==> src/rtl/fetch_unit.sv <==
// Instruction fetch: owns fetch PC, reads imem combinationally, queues {pc, instr} for decode.
// Latency: 1 cycle imem-to-head when the queue is empty; redirect target at head 2 edges after sampling.
// Backpressure: if_ready low fills the queue in DEPTH cycles, then fetch_pc stalls on the first unfetched word.
module fetch_unit #(
  parameter logic [31:0] RESET_PC = 32'h0000_0000,
  parameter int          DEPTH    = 4
) (
  input  logic        clk,
  input  logic        rst_n,
  output logic [31:0] instruction_addr,
  input  logic [31:0] instruction_read,
  input  logic        redirect_valid,
  input  logic [31:0] redirect_pc,
  output logic        if_valid,
  output logic [31:0] if_instr,
  output logic [31:0] if_pc,
  output logic [31:0] if_pc_plus4,
  input  logic        if_ready
);

  // DEPTH must be a power of two >= 2 so the pointers wrap by plain overflow.
  localparam int            AW      = $clog2(DEPTH);
  localparam logic [AW:0]   DEPTH_C = (AW + 1)'(DEPTH);
  localparam logic [AW-1:0] PTR_ONE = AW'(1);
  localparam logic [AW:0]   CNT_ONE = (AW + 1)'(1);

  logic [31:0]   fetch_pc;
  logic [31:0]   fifo_pc    [DEPTH];
  logic [31:0]   fifo_instr [DEPTH];
  logic [AW-1:0] wr_ptr;
  logic [AW-1:0] rd_ptr;
  logic [AW:0]   count;

  logic          pop_req;
  logic          pop;
  logic          push;
  logic [31:0]   redirect_aligned;

  // Handshake decode: a redirect flushes the queue, so it cancels both push and pop.
  always_comb begin
    pop_req          = if_valid && if_ready;
    pop              = pop_req && !redirect_valid;
    push             = !redirect_valid && ((count < DEPTH_C) || pop_req);
    redirect_aligned = {redirect_pc[31:2], 2'b00};
  end

  assign instruction_addr = fetch_pc;
  assign if_valid         = (count != '0);
  assign if_pc            = fifo_pc[rd_ptr];
  assign if_instr         = fifo_instr[rd_ptr];
  assign if_pc_plus4      = if_pc + 32'd4;

  // Fetch PC, queue pointers and occupancy; redirect resets the queue and retargets fetch.
  always_ff @(posedge clk or negedge rst_n) begin
    if (!rst_n) begin
      fetch_pc <= {RESET_PC[31:2], 2'b00};
      wr_ptr   <= '0;
      rd_ptr   <= '0;
      count    <= '0;
    end else if (redirect_valid) begin
      fetch_pc <= redirect_aligned;
      wr_ptr   <= '0;
      rd_ptr   <= '0;
      count    <= '0;
    end else begin
      if (push) begin
        fetch_pc <= fetch_pc + 32'd4;
        wr_ptr   <= wr_ptr + PTR_ONE;
      end
      if (pop) begin
        rd_ptr <= rd_ptr + PTR_ONE;
      end
      case ({push, pop})
        2'b10:   count <= count + CNT_ONE;
        2'b01:   count <= count - CNT_ONE;
        default: count <= count;
      endcase
    end
  end

  // Queue storage; cleared on reset so the head outputs are never X.
  always_ff @(posedge clk or negedge rst_n) begin
    if (!rst_n) begin
      for (int i = 0; i < DEPTH; i++) begin
        fifo_pc[i]    <= '0;
        fifo_instr[i] <= '0;
      end
    end else if (push) begin
      fifo_pc[wr_ptr]    <= fetch_pc;
      fifo_instr[wr_ptr] <= instruction_read;
    end
  end

endmodule

==> config.mk <==
export PLATFORM = sky130hd
export DESIGN_NAME = fetch_unit
export DESIGN_NICKNAME = d
export VERILOG_FILES = /design/src/rtl/fetch_unit.sv
export SDC_FILE = /design/constraint.sdc
export NUM_CORES = 1
export LEC_CHECK = 0
export CELL_PAD_IN_SITES_DETAIL_PLACEMENT = 0
export CELL_PAD_IN_SITES_GLOBAL_PLACEMENT = 1
export CORE_ASPECT_RATIO = 2
export CORE_UTILIZATION = 45
export CTS_BUF_LIST = sky130_fd_sc_hd__clkbuf_8 sky130_fd_sc_hd__clkbuf_16
export DETAILED_ROUTE_END_ITERATION = 8
export PLACE_DENSITY_LB_ADDON = 0.08
export SYNTH_ARGS = -nofsm -noshare
export SYNTH_HDL_FRONTEND = slang
export SYNTH_SLANG_ARGS = --single-unit
export TNS_END_PERCENT = 10
==> constraint.sdc <==
create_clock -name clk -period 3.03 [get_ports clk]
set_clock_uncertainty 0.1 [all_clocks]
set_input_delay 0.606 -clock clk [delete_from_list [all_inputs] [get_ports clk]]
set_output_delay 0.606 -clock clk [all_outputs]
set_load 0.02 [all_outputs]
## After elaboration in Yosys (flattened, before gate mapping)

Index checks and enable logic that the tools add are counted.

| word-level totals | value |
|---|---|
| bits in registers | 295 |
| logic and storage cells | 54 |
| output and inout port bits | 129 |

| cells by class | value |
|---|---|
| equality and inequality tests | 2 |
| bitwise gates (word level) | 2 |
| reduce and logical (&&, ||, !) cells | 10 |
| magnitude comparators | 4 |
| add/sub/neg operators | 6 |
| muxes and demuxes | 18 |

Operators with widths:

| kind | number |
|---|---|
| $bwmux 128 | 2 |
| $mux 32 | 7 |
| $bmux 32 s2 | 2 |
| $add 32x3->32 const B | 2 |
| $demux 32 s2 | 1 |
| $mux 2 | 4 |
| $ge 3x3->1 const B | 2 |
| $not 2->3 | 2 |
| $pmux 3 s2 | 1 |
| $reduce_bool 3->1 | 2 |
| $add 2x1->2 const B | 2 |
| $logic_and 1x1->1 | 4 |
| $reduce_bool 2->1 | 2 |
| $add 3x1->3 const B | 1 |
| $lt 3x1->1 const B | 1 |
| $lt 3x3->1 const B | 1 |
| $mux 3 | 1 |
| $sub 3x1->3 const B | 1 |
| $eq 2x1->1 const B | 1 |
| $eq 2x2->1 const B | 1 |
| $logic_not 1->1 | 1 |
| $logic_or 1x1->1 | 1 |

## Longest topological paths before layout

| depth | value |
|---|---|
| depth in word-level cells | 7 |
| gate-level depth with buffers | 9 |
| depth with buffers taken out | 6 |

## Worst setup path after synthesis

No wires, ideal clock.

| timing path | value |
|---|---|
| kind | register to output |
| start point | register rd_ptr[0] |
| end point | output port if_pc_plus4[27] |
| data arrival time | 2393 ps |
| data required time | 2324 ps |
| buffers on the path | 3 |
| slack | -69 ps |
| stages on the path, launching flop included | 9 |
| cells stage by stage | dfrtp_1 > buf_6 > buf_12 > mux4_1 > and4_4 > nand4_4 > buf_6 > nor4_2 > xor2_1 |

| on the way | value |
|---|---|
| word-level cells in the longest chain between the ends | 5 |

RTL lines:

| item | RTL line | text |
|---|---|---|
| start, declared | 31 | `logic [AW-1:0] rd_ptr;` |
| start signal, assigned | 71 | `rd_ptr <= rd_ptr + PTR_ONE;` |
| $not 2->3 (not written as such) | 49 | `assign if_pc = fifo_pc[rd_ptr];` |
| $bmux 32 s2 | 49 |  |
| $mux 32 (not written as such) (2 in a row) | 49 |  |
| named net if_pc[16] | 16 | `output logic [31:0] if_pc,` |
| $add 32x3->32 | 51 | `assign if_pc_plus4 = if_pc + 32'd4;` |
| end, declared | 17 | `output logic [31:0] if_pc_plus4,` |

The timed path passes the listed nets, and every way through them passes these cells. The select of a mux whose other input is x is not followed.

## Final worst setup path

| timing path | value |
|---|---|
| start point | register rd_ptr[0] |
| end point | output port if_pc_plus4[31] |

| on the way | value |
|---|---|
| word-level cells in the longest chain between the ends | 5 |

RTL lines:

| item | RTL line |
|---|---|
| $not 2->3 (not written as such) | 49 |
| $bmux 32 s2 | 49 |
| $mux 32 (not written as such) (2 in a row) | 49 |
| $add 32x3->32 | 51 |

No other way between the ends. The select of a mux whose other input is x is not followed.

==> impl_metrics.toml <==
[floorplanning]
fp.dieW_microns = 124
num_io_pins = 197
die_height_microns = 247
start_util_pct = 45.7
die-area_sq_um = 30700
core.rowCount = 89
coreArea_sq_um = 29500

[sta]
drv_slew = 0
holdWs_ps = 399
finalCritPeriodShare_pct = 119
worst-slew-pin-transition_ps = 582
slew_headroom_pct = 61.2
finalSetupViolCount = 64
post-route-min-period_ps = 3610
rsz0062_at_grt = "yes"
finalWorstSetupSlack_ps = -579
fmax_mhz = 277
hold_viol = 0

[worst_hold_path]
hp-class = "register to register"
holdPathStages = 1
holdPathEnd = "fifo_pc[14]$_DFFE_PN0P_"
min_from = "fifo_pc[14]$_DFFE_PN0P_"

[layout]
drive_above_1_share_pct = 42.1
fillCellCount = 2421
stdcell_area_sq_um = 17400
n_antenna_cell = 0
area_growth_pct = 29.3
final_common_cell = "dfrtp_1"
final_nets = 1258
finalNonFillerCells = 1566
final_cell_mix = "dfrtp_1, mux2_2, clkdlybuf4s50_1, buf_4, mux4_2"

[clocking]
clk_latency_ps = 540
cts_root_buf = "clkbuf_16"
cts.sinks = 285
h-tree-depth = 1
cts_buffers = 27
cts_tree = "built"
clockBufferDepth = 3
cts.clk_slew.worst_paths_ps = 60

[logic_synthesis]
synth_area_per_cell_sq_um = 14.4
ys_types = 41
yosysTopAreaCell = "dfrtp_1"
ys_async_sr_fraction_pct = 100
synth_top_area_share_pct = 52.9
synth.area.top_cells = "dfrtp_1, mux2_2, mux4_2"
synth_adder_area_share_pct = 0.743
synth_area_sq_um = 13500
synth_top_family_by_area = "multiplexers"
ys_warn_count = 0
post_synth_and_or_nand_nor_area_fraction_pct = 6.57
synthCells = 934
synth-xor-area-share_pct = 3.44
synth_seq_area_share_pct = 52.9
synth-compound-area-share_pct = 1.52
synth-seq-cells = 285
synth_mux_area_share_pct = 31.7
synthFlopType = "dfrtp_1"
synth-edff-count = 0

[setup_path]
crit_slowest_cell = "dfrtp_4"
end_kind = "output pin"
reg2reg_to = "instruction_addr[31]$_DFFE_PN0N_"
regToRegStartpoint = "instruction_addr[4]$_DFFE_PN0N_"
path_cells = "buf_12 -> buf_12 -> mux4_2 -> nand4_4 -> or2_4 -> nor4_4 -> buf_4 -> xor2_2 -> buf_4"
critPathArrivalTime_ps = 2900
cp.depth = 9
r2r_cells = 5
ff2ff_setup_slack_ps = 560
critPathLaunchType = "register"
cp_top_family = "buffers and inverters"
crit_required_ps = 2320
slowest_delay_ps = 530
worstPathMaxFanout = 16
crit_type = "register to output pin"
cp_num_buf_inv = 4

[routing]
first_pass_iters = 6
wire_per_inst_microns = 21.2
finalWirelength_mm = 33.1
vias = 8578
antenna_left = 0
drt_iter0_markers = 380
routed_via_density = 5.48
drc = 0

[run_status]
status = "finished with violations"
violations = "negative setup slack"

[placement]
routabilityCongestion = 0.792
io_buffer_count = 188
place_inst = 1514
dp_hpwl_mm = 23.3
placed_area_sq_um = 16400

[global_routing]
overflow = 0
grt_pass1_vias = 9432
grt_pass1_wl_mm = 53.5
antenna_found_initial = 0
grtUsageTotal_pct = 22.5
grt_start_max_net_pins = 65

[pwr]
power.density_nw_per_um2 = 1030
p_leak_nw = 7.29
max-vdd-ir-drop_mv = 0.613

[flow_run]
maxCapViolations = 0
synthesized netlist by cell type, types with 2 or more instances:
library cell	n
nand4_4	2
nand4_1	11
and2_1	3
dfrtp_1	285
nand2b_1	3
or3_1	9
nor4_2	2
nor3_1	10
inv_1	13
a31oi_1	8
mux2_2	249
nor2_1	22
nand3_2	2
buf_2	21
buf_12	2
mux4_2	48
mux2i_1	2
nor2b_1	2
o21ai_0	29
buf_4	9
mux4_1	14
clkbuf_1	31
ha_1	8
nor4_4	3
xnor2_1	27
a21oi_1	2
nand2_1	38
nand3_1	23
buf_6	2
xor2_1	26
buf_1	3
nor4_1	2
and3_1	15
cell families after synthesis:
group	count (synthesis)
AO/OA/AOI/OAI	39
XOR/XNOR	53
adder cells (fa/ha/maj)	8
buffers and inverters	81
flip-flops	285
multiplexers	313
other	1
AND/OR/NAND/NOR	154
power by group:
| part | internal (mW) | switching, mW |
|---|---|---|
| Clock | 2.07 | 1.45 |
| Combinational | 4.43 | 3.76 |
| Sequential | 5.43 | 0.880 |
| Total | 11.9 | 6.09 |
sequential cells by signal, indices dropped and copies added (netlist names):
register	flops
wr_ptr	2
instruction_addr	30
fifo_instr	128
fifo_pc	120
rd_ptr	2
count	3
through the flow:
step / TNS [ps] / utilization [%] / setup WS [ps] / power [mW]
floorplan: -274 / - / -51.4 / 11.1
global placement: -8920 / 55.6 / -569 / 14.8
detailed placement: -9180 / 55.6 / -580 / 14.9
CTS: -25730 / 58.8 / -632 / 18.2
global route: -28590 / 59.1 / -712 / 19.1
finish: -20830 / 59.1 / -579 / 18.0
timing repair:
item                                    4_1_cts  5_1_grt
hold buffers                                  1        0
endpoints found under the hold margin        57        0
endpoints found under the setup margin       91       82
buffers inserted                              2        1
resized for setup                           176       35
pin swaps                                    13       11
cloned                                        0        0
per-layer routing:
layer | part of all wire [%] | up-vias | track usage, % | wire, microns
met5 | 0 | - | 0 | 0
met1 | 37 | 4447 | 25.5 | 12200
met4 | 2.7 | 0 | 7.34 | 879
met2 | 56 | 199 | 42.7 | 18600
met3 | 4.4 | 54 | 3.40 | 1460
li1 | - | 3878 | - | -
worst max-delay path by stage:
stage,startpoint,end,slack (ps)
2_1_floorplan,rd_ptr[0]$_DFFE_PN0P_,if_pc_plus4[31],-50
3_3_place_gp,rd_ptr[0]$_DFFE_PN0P_,if_pc_plus4[23],-570
3_5_place_dp,rd_ptr[0]$_DFFE_PN0P_,if_pc_plus4[31],-580
4_1_cts,rd_ptr[0]$_DFFE_PN0P_,if_pc_plus4[31],-630
5_1_grt,rd_ptr[0]$_DFFE_PN0P_,if_pc_plus4[31],-710
6_report,rd_ptr[0]$_DFFE_PN0P_,if_pc_plus4[31],-580
final cells by class:
type	count	area [sq um]	share of cell area, %
Sequential cell	285	7140	41.0
Clock buffer	28	689	3.96
Clock inverter	21	229	1.31
Multi-Input combinational cell	573	6120	35.1
Inverter	13	48.8	0.280
Timing Repair Buffer	282	2740	15.7
Tap cell	364	455	2.61
No activity file was read; power rests on OpenSTA's default activity.
